### config.mk
export PLATFORM = sky130hd
export DESIGN_NAME = video_pkt_ctrl
export DESIGN_NICKNAME = d
export VERILOG_FILES = /design/src/rtl/video_pkt_ctrl.sv
export SDC_FILE = /design/constraint.sdc
export NUM_CORES = 1
export LEC_CHECK = 0
export CORE_UTILIZATION = 40
export CTS_BUF_LIST = sky130_fd_sc_hd__clkbuf_8
export DETAILED_ROUTE_END_ITERATION = 10
export GPL_TIMING_DRIVEN = 1
export PLACE_DENSITY = 0.71
export SLEW_MARGIN = 20
export SYNTH_ARGS = -nofsm -noshare
export SYNTH_HDL_FRONTEND = slang
export SYNTH_SLANG_ARGS = --single-unit
### constraint.sdc
create_clock -name video_rd_clk -period 3.4 [get_ports video_rd_clk]
set_input_delay 0.34 -clock video_rd_clk [delete_from_list [all_inputs] [get_ports video_rd_clk]]
set_output_delay 0.34 -clock video_rd_clk [all_outputs]
set_load 0.01 [all_outputs]
### src/rtl/video_pkt_ctrl.sv
// ---------------------------------------------------------------------------
// VideoPktCtrl : sequences one UDP packet at a time from a video read FIFO.
// Each packet is a 4-byte header (frame number, packet number, MSB first)
// followed by PKT_PAYLOAD bytes pulled from the FIFO on the transmitter's
// byte requests. Frame and packet numbers advance when the transmitter
// reports the packet as sent.
//
// Ports
//   video_rd_clk   in   sole clock, rising edge
//   Reset          in   asynchronous active-high reset
//   ctrl_en        in   level enable for starting new packets
//   video_rd_rdy   in   FIFO holds at least one packet of data
//   video_rd_en    out  FIFO read strobe (data valid one cycle later)
//   video_rd_data  in   FIFO read data
//   tx_start_en    out  one-cycle transmit request
//   tx_byte_num    out  UDP payload length (PKT_PAYLOAD + 4)
//   tx_req         in   transmitter byte request (byte due next cycle)
//   tx_data        out  byte to transmitter
//   tx_done        in   packet fully sent
//   frame_cnt      out  current frame number
//   pkt_cnt        out  current packet index within frame
//   err_overrun    out  sticky: tx_req seen outside HDR/PAYLOAD
// ---------------------------------------------------------------------------
module video_pkt_ctrl #(
    parameter int PKT_PAYLOAD    = 1024,
    parameter int PKTS_PER_FRAME = 4050
) (
    input  logic        video_rd_clk,
    input  logic        Reset,
    input  logic        ctrl_en,
    input  logic        video_rd_rdy,
    output logic        video_rd_en,
    input  logic [7:0]  video_rd_data,
    output logic        tx_start_en,
    output logic [15:0] tx_byte_num,
    input  logic        tx_req,
    output logic [7:0]  tx_data,
    input  logic        tx_done,
    output logic [15:0] frame_cnt,
    output logic [15:0] pkt_cnt,
    output logic        err_overrun
);

    typedef enum logic [2:0] {IDLE, START, HDR, PAYLOAD, WAIT_DONE} state_t;

    localparam logic [15:0] LP_BYTE_NUM = 16'(PKT_PAYLOAD + 4);
    localparam logic [15:0] LP_PAY_LAST = 16'(PKT_PAYLOAD - 1);
    localparam logic [15:0] LP_PKT_LAST = 16'(PKTS_PER_FRAME - 1);

    state_t      r_state;
    state_t      w_next;
    logic [1:0]  r_hdr_cnt;
    logic [15:0] r_pay_cnt;
    logic [15:0] r_frame_cnt;
    logic [15:0] r_pkt_cnt;
    logic [15:0] r_hdr_frame;
    logic [15:0] r_hdr_pkt;
    logic [7:0]  r_hdr_byte;
    logic        r_sel_fifo;
    logic        r_err;
    logic [7:0]  w_hdr_sel;

    // State register.
    always_ff @(posedge video_rd_clk or posedge Reset) begin
        if (Reset) begin
            r_state <= IDLE;
        end else begin
            r_state <= w_next;
        end
    end

    // Next-state logic. Only IDLE looks at ctrl_en/video_rd_rdy, so a packet
    // in flight always runs to completion regardless of those inputs.
    always_comb begin
        w_next = r_state;
        case (r_state)
            IDLE:      if (ctrl_en && video_rd_rdy) w_next = START;
            START:     w_next = HDR;
            HDR:       if (tx_req && (r_hdr_cnt == 2'd3)) w_next = PAYLOAD;
            PAYLOAD:   if (tx_req && (r_pay_cnt == LP_PAY_LAST)) w_next = WAIT_DONE;
            WAIT_DONE: if (tx_done) w_next = IDLE;
            default:   w_next = IDLE;
        endcase
    end

    // Outputs. tx_data source is chosen by a flag registered with the
    // request, so the final payload byte still comes from the FIFO in the
    // first WAIT_DONE cycle.
    always_comb begin
        tx_start_en = (r_state == START);
        video_rd_en = (r_state == PAYLOAD) && tx_req;
        tx_byte_num = (r_state == IDLE) ? 16'd0 : LP_BYTE_NUM;
        tx_data     = r_sel_fifo ? video_rd_data : r_hdr_byte;
    end

    // Header byte selection from the counters snapshotted at START.
    always_comb begin
        w_hdr_sel = 8'd0;
        case (r_hdr_cnt)
            2'd0: w_hdr_sel = r_hdr_frame[15:8];
            2'd1: w_hdr_sel = r_hdr_frame[7:0];
            2'd2: w_hdr_sel = r_hdr_pkt[15:8];
            2'd3: w_hdr_sel = r_hdr_pkt[7:0];
            default: w_hdr_sel = 8'd0;
        endcase
    end

    // Datapath: byte counters, header/select registers, frame/packet
    // numbering and the sticky overrun flag. The header byte register falls
    // back to 0 on any cycle without a header request.
    always_ff @(posedge video_rd_clk or posedge Reset) begin
        if (Reset) begin
            r_hdr_cnt   <= 2'd0;
            r_pay_cnt   <= 16'd0;
            r_frame_cnt <= 16'd0;
            r_pkt_cnt   <= 16'd0;
            r_hdr_frame <= 16'd0;
            r_hdr_pkt   <= 16'd0;
            r_hdr_byte  <= 8'd0;
            r_sel_fifo  <= 1'b0;
            r_err       <= 1'b0;
        end else begin
            r_hdr_byte <= 8'd0;
            r_sel_fifo <= 1'b0;
            case (r_state)
                START: begin
                    r_hdr_cnt   <= 2'd0;
                    r_pay_cnt   <= 16'd0;
                    r_hdr_frame <= r_frame_cnt;
                    r_hdr_pkt   <= r_pkt_cnt;
                end
                HDR: begin
                    if (tx_req) begin
                        r_hdr_cnt  <= r_hdr_cnt + 2'd1;
                        r_hdr_byte <= w_hdr_sel;
                    end
                end
                PAYLOAD: begin
                    if (tx_req) begin
                        r_pay_cnt  <= r_pay_cnt + 16'd1;
                        r_sel_fifo <= 1'b1;
                    end
                end
                WAIT_DONE: begin
                    if (tx_done) begin
                        if (r_pkt_cnt == LP_PKT_LAST) begin
                            r_pkt_cnt   <= 16'd0;
                            r_frame_cnt <= r_frame_cnt + 16'd1;
                        end else begin
                            r_pkt_cnt <= r_pkt_cnt + 16'd1;
                        end
                    end
                end
                default: ;
            endcase
            if (tx_req && ((r_state == IDLE) || (r_state == START) || (r_state == WAIT_DONE))) begin
                r_err <= 1'b1;
            end
        end
    end

    assign frame_cnt   = r_frame_cnt;
    assign pkt_cnt     = r_pkt_cnt;
    assign err_overrun = r_err;

endmodule

==> summary.md, run 1 <==
| Metric | Value |
|---|---|
| Total CTS buffers | `9` |
| Initial Util | `41.7%` |
| CTS Hold Bufs | `0` |
| Status | `finished, final reports clean` |
| #FFs+latches synth | `95` |
| Max Cap Violations | `0` |
| Pwr dens | `471 nW/um2` |
| Post-synth ARST share | `100%` |
| Fin. Hold Viols | `0` |
| RSZ-0062 raised after global routing | `no` |
| Clock transition at path regs | `0.09 ns` |
| I/O pin cnt | `73` |
| Crit end category | `output port` |
| Clock insertion delay at the later pin of the skew report | `0.37 ns` |
| First-pass GRT wire length | `16,500 um` |
| Post-Syn Area | `4600 um2` |
| Post-synth EDFFs | `0` |
| DR pass1 iterations | `5` |
| Max rail drop VDD | `0.000268 V` |
| Post-synth top area share | `51.7%` |
| Layout cells sized above 1 | `7.94%` |
| Fin crit period | `2.59 ns` |
| Htree depth | `3` |
| Postcts setup bufs | `0` |
| CP Launch Type | `flop` |
| Vias in the first global route | `3,282` |
| Post-DP HPWL | `7100 um` |
| Core area | `11,000 um2` |
| Cells after Synth | `475` |
| Vias | `3,536` |
| Routed length per placed instance | `15.3 um` |
| Total GRT Usage | `18.1%` |
| HP Class | `in -> async` |
| Clock root buffer | `clkbuf_8` |
| Fmax | `386 MHz` |
| Count of cell types in the netlist | `45` |
| Number of port buffers | `58` |
| Largest net degree at the start of global routing | `50` |
| Max transition margin | `41.2%` |
| Final instance area | `5500 um2` |
| Layout area overhead | `19.7%` |
| Synth area leaders | `dfrtp_1, nand2_1, xor2_1` |
| Sum Neg Setup Slack | `0 ns` |
| # DRC | `0` |
| DR iter-0 viols | `217` |
| Die height | `109 um` |
| Via density | `5.29` |
| Syn avg cell area | `9.68 um2` |
| Clock Tree Buf Depth | `2` |
| Worst Path Arrival | `2.25 ns` |
| Worst path required time | `3.06 ns` |
| GPL Wtd Cong | `0.921` |
| DIE AREA | `11,900 um2` |
| CTS Sinks | `95` |
| # diodes | `0` |
| CTS tree | `done` |
| Worst-Margin Slew | `0.875 ns` |
| Clk_skew | `0.0124 ns` |
| Most used DFF post-synth | `dfrtp_1` |
| Die width | `109 um` |
| Seq/Total Area, Yosys | `51.7%` |
| Slew Viols, Final | `0` |
| Leakage | `2.58 nW` |
| Period utilization | `76.2%` |
| Post-route ant nets | `0` |
| Row cnt | `38` |
| Critical path class | `reg -> out` |
| Synth warn | `0` |
| Post-cts sizing count | `0` |
| Crit-path max FO | `40` |
| Initial antenna violation count | `0` |
| WL final | `10,200 um` |
| Layout Nets | `546` |
| Synth area leader | `dfrtp_1` |
| Post-DP Area | `5240 um2` |
| Total global routing overflow | `0` |
| Setup-failing EPs final | `0` |
## cell type report
cell class	count	area, um2
multi-input combinational	343	2010
tap	140	175
inverter	12	46.3
sequential	95	2380
clock buffer	11	151
fill	1026	5530
timing repair buffer	63	631
clock inverter	5	104
## registers in the layout, summed over array words and instances (netlist names)
name and cells:
r_state 3, r_hdr_cnt 2, r_pay_cnt 16, r_sel_fifo 1, r_hdr_pkt 16, r_hdr_byte 8, pkt_cnt 16, err_overrun 1
r_hdr_frame 16, frame_cnt 16
## final timing paths
| path | startpoint | end | slack, ns | cells after the start |
|---|---|---|---|---|
| worst max-delay path | r_state[1] | tx_start_en | 0.81 | 5 |
| worst min-delay path | Reset | r_pay_cnt[11] | 0.43 | 2 |
| worst max register to register | pkt_cnt[2] | frame_cnt[1] | 0.92 | 4 |
| worst min register to register | r_hdr_frame[10] | r_hdr_frame[10] | 0.49 | 2 |
| max in group asynchronous | Reset | frame_cnt[6] | 2.24 | 3 |
| min in group video_rd_clk | r_hdr_frame[10] | r_hdr_frame[10] | 0.49 | 2 |
## critical path: stages (launching register included)
cell             delay [ns]
dfrtp_1                0.54
inv_1                  0.14
nand3b_1               0.11
buf_4                  0.38
inv_2                  0.19
clkdlybuf4s50_1        0.52
## cells in the mapped netlist (all sizes together), types with 9 or more instances
master / number
xor2: 17
nor3: 13
inv: 12
nand4: 12
dfrtp: 95
mux2: 10
nand3: 17
buf: 19
clkbuf: 19
a21oi: 18
and4: 9
o21ai: 18
nand2: 101
nor2: 34
xnor2: 16
## logic make-up after synthesis
kind of cell / after synthesis / share of synthesized area (%)
compound gates: 56 / 7.87
xor+xnor: 33 / 6.29
fa+ha+maj: 8 / 2.18
buf+inv: 50 / 5.50
flops: 95 / 51.7
mux: 10 / 2.45
other cells: 1 / 0.0816
simple gates: 222 / 23.9
## where the power goes
group          switching [mW]  total, mW  internal, mW  leakage (nW)
logic                   0.213      0.381         0.168          1.17
clock network           0.391      0.920         0.529         0.130
registers              0.0886       1.29          1.20          1.27
total                   0.692       2.59          1.90          2.58
## per-stage QoR
step / setup WS, ns / power [mW] / std cells / utilization (%) / hold WS (ns)
floorplan: 0.583 / 1.57 / 488 / - / 0.445
global placement: 0.972 / 1.67 / 653 / 47.5 / 0.462
detailed placement: 0.885 / 1.69 / 653 / 47.5 / 0.465
CTS: 0.798 / 2.61 / 669 / 49.9 / 0.443
global route: 0.652 / 2.72 / 669 / 49.9 / 0.489
finish: 0.810 / 2.59 / 669 / 49.9 / 0.425
## cell usage in the layout (no fill, tap or decap), drive strengths merged, types with 9 or more instances in the layout
cell type,n
clkdlybuf4s50,58
mux2,10
xor2,17
a21oi,18
nand2,101
and4,9
nor2,34
clkbuf,11
inv,11
conb,14
nand3,17
o21ai,18
nor3,13
nand4,12
xnor2,16
dfrtp,95
## metal layers
layer | global-route usage (%) | routed length (um) | vias to the layer above
li1 | - | - | 1715
met5 | 0 | 0 | -
met4 | 4.10 | 82 | 0
met3 | 5.38 | 557 | 7
met1 | 24.5 | 4760 | 1713
met2 | 28.5 | 4820 | 101
Note: power is estimated with default switching activity, not from simulation.
==> run 2: changes to the inputs <==
--- a/config.mk
+++ b/config.mk
@@ -9,7 +9,7 @@
 export CTS_BUF_LIST = sky130_fd_sc_hd__clkbuf_8
 export DETAILED_ROUTE_END_ITERATION = 10
 export GPL_TIMING_DRIVEN = 1
-export PLACE_DENSITY = 0.71
+export PLACE_DENSITY = 0.74
 export SLEW_MARGIN = 20
 export SYNTH_ARGS = -nofsm -noshare
 export SYNTH_HDL_FRONTEND = slang
==> constraint.sdc (replaced) <==
create_clock -name video_rd_clk -period 2.2 [get_ports video_rd_clk]
set_input_delay 0.22 -clock video_rd_clk [delete_from_list [all_inputs] [get_ports video_rd_clk]]
set_output_delay 0.22 -clock video_rd_clk [all_outputs]
set_load 0.01 [all_outputs]
==> summary.md, run 2 (same netlist as run 1, synthesis figures left out) <==
| Metric | Value |
|---|---|
| Status | `finished, final reports clean` |
| Most common cell after layout, fill and taps aside | `nand2_1` |
| Initial antenna violation count | `0 (unchanged)` |
| Layout area overhead | `22.4%` |
| Max rail drop VDD | `0.000278 V (+3.6%)` |
| Clk_skew | `0.00927 ns (-0.00313 ns)` |
| Dpl cells | `675 (+3.4%)` |
| Pwr dens | `672 nW/um2 (+43%)` |
| Final setup margin | `0.0537 ns (-0.756 ns)` |
| GPL Wtd Cong | `0.825 (-10%)` |
| Fin crit period | `2.15 ns` |
| R2r worst-path depth | `4 (unchanged)` |
| CTS tree | `done` |
| Hold WS | `0.333 ns (-0.0924 ns)` |
| Worst r2r dst | `frame_cnt[1]` |
| Slew Viols, Final | `0 (unchanged)` |
| Vias | `3,626 (+2.5%)` |
| Max transition margin | `66.6% (+25 points)` |
| I/O pin cnt | `73 (unchanged)` |
| Post-DP HPWL | `7350 um (+3.6%)` |
| Leakage | `2.67 nW (+3.4%)` |
| Reg2Reg Launch Point | `pkt_cnt[2]` |
| WP buf/inv | `0 (-4)` |
| Fin. Hold Viols | `0 (unchanged)` |
| Crit-path leading delay family | `simple AND/OR/NAND/NOR gates` |
| Crit-path slowest cell | `or4_4` |
| # diodes | `0 (unchanged)` |
| First-pass GRT wire length | `17,200 um (+4.3%)` |
| Htree depth | `3 (unchanged)` |
| # DRC | `0 (unchanged)` |
| Clock Tree Buf Depth | `2 (unchanged)` |
| Commonest non-fill, non-tap cells in the layout | `nand2_1, dfrtp_1, clkdlybuf4s50_1` |
| Most common cell on crit path | `or4_4` |
| Sw frac | `28.6% (+1.8 points)` |
| CP Cell Sequence | `or4_4 > or4_4 > nor2_4 > mux2_2` |
| Setup-failing EPs final | `0 (unchanged)` |
| Final instance area | `5630 um2 (+2.3%)` |
| Worst path required time | `2.45 ns (-0.61 ns)` |
| Clock share of power | `30.5% (-5.0 points)` |
| DR pass1 iterations | `5 (unchanged)` |
| Slowest cell delay on critical path | `0.64 ns (+0.10 ns)` |
| Clock root buffer | `clkbuf_8` |
| Largest net degree at the start of global routing | `96 (+92%)` |
| Pre-CTS WS | `0.0745 ns (-0.810 ns)` |
| Pint | `2.70 mW (+42%)` |
| Post-route ant nets | `0 (unchanged)` |
| Post-DP Area | `5420 um2 (+3.3%)` |
| Fmax | `466 MHz` |
| DR iter-0 viols | `256 (+18%)` |
| Total CTS buffers | `9 (unchanged)` |
| HP Class | `in -> async` |
| Total global routing overflow | `0 (unchanged)` |
| Number of port buffers | `58 (unchanged)` |
| Layout Nets | `569 (+4.2%)` |
| Seq pwr share | `52.4% (+2.6 points)` |
| Total GRT Usage | `18.9% (+0.79 points)` |
| Power Total | `3.78 mW (+46%)` |
| Fillers | `1,012 (-1.4%)` |
| P_sw | `1.08 mW (+56%)` |
| Critical path class | `reg -> reg` |
| Worst-Margin Slew | `0.500 ns (-0.375 ns)` |
| Cell Count, Final, Fillers Out | `692 (+3.4%)` |
| Core area | `11,000 um2 (unchanged)` |
| Via density | `5.24 (-0.86%)` |
| Worst Path Arrival | `2.40 ns (+0.15 ns)` |
| DIE AREA | `11,900 um2 (unchanged)` |
| Crit end category | `flop` |
| Layout cells sized above 1 | `11.6% (+3.7 points)` |
| Period utilization | `97.6%` |
| Clock insertion delay at the later pin of the skew report | `0.37 ns (about the same)` |
| Crit-path max FO | `11 (-73%)` |
| CTS Sinks | `95 (unchanged)` |
| WL final | `10,300 um (+1.0%)` |
| Routed length per placed instance | `14.9 um (-2.3%)` |
| Max Cap Violations | `0 (unchanged)` |
| Row cnt | `38 (unchanged)` |
| CP Launch Type | `flop` |
| Die width | `109 um (unchanged)` |
| Die height | `109 um (unchanged)` |
| Initial Util | `41.7% (unchanged)` |
| Clock transition at path regs | `0.09 ns (about the same)` |
| Vias in the first global route | `3,558 (+8.4%)` |
| Logic pwr share | `17.1% (+2.4 points)` |
| Register-to-register setup slack | `0.05 ns (-0.87 ns)` |
run 2: cell count changes in the layout (fill, tap and decap cells not counted), sizes merged:
cell / change
clkinvlp: +2
buf: +23
bufinv: -2
clkinv: -1
inv: +2
clkbuf: -1
run 2: area by class of cell:
type | count | area (um2) | share of cell area (%)
clock buffers | 10 | 138 | 2.45
clock inverters | 6 | 62.6 | 1.11
inverters | 12 | 48.8 | 0.867
multi-input cells | 343 | 2020 | 35.9
flip-flops and latches | 95 | 2380 | 42.3
well taps | 140 | 175 | 3.11
repair buffers | 86 | 803 | 14.3
run 2: worst max path at each step:
stage | from | end | slack, ns | cells after the start
after floorplan | pkt_cnt[2] | frame_cnt[1] | 0.02 | 4
after global placement | pkt_cnt[2] | frame_cnt[1] | 0.09 | 4
after detailed placement | pkt_cnt[2] | frame_cnt[1] | 0.07 | 4
after CTS | r_state[2] | video_rd_en | 0.009 | 3
after global routing | r_state[2] | video_rd_en | -0.001 | 3
final | pkt_cnt[2] | frame_cnt[1] | 0.05 | 4
run 2: worst min-delay path, delay by kind of cell:
kind,cells,cell delay [ns]
buf+inv,3,0.93
run 2: power groups by stage:
stage	logic (mW)	clock network, mW	registers (mW)
after global placement	0.607	0	2.00
after global routing	0.717	1.24	2.00
after CTS	0.642	1.19	1.98
final	0.647	1.15	1.98
after detailed placement	0.633	0	2.01
after floorplan	0.464	0	1.97
run 2: repair_timing:
item | CTS | global route
setup buffers | 0 | 1
hold buffers | 0 | 0
endpoints found under the setup margin | 1 | 1
gates resized for setup | 1 | 0
run 2: layer usage:
metal	GRT usage, %	part of all wire, %	vias to the layer above
li1	-	-	1759
met1	24.6	45	1749
met2	31.3	49	106
met3	2.87	4.3	12
met4	7.81	1.6	0
met5	0	0	-
run 2: stage by stage:
stage | TNS (ns) | utilization, %
finish | 0 | 51.0
global route | -0.00113 | 51.0
CTS | 0 | 50.9
detailed placement | 0 | 49.1
global placement | 0 | 49.1
floorplan | 0 | -
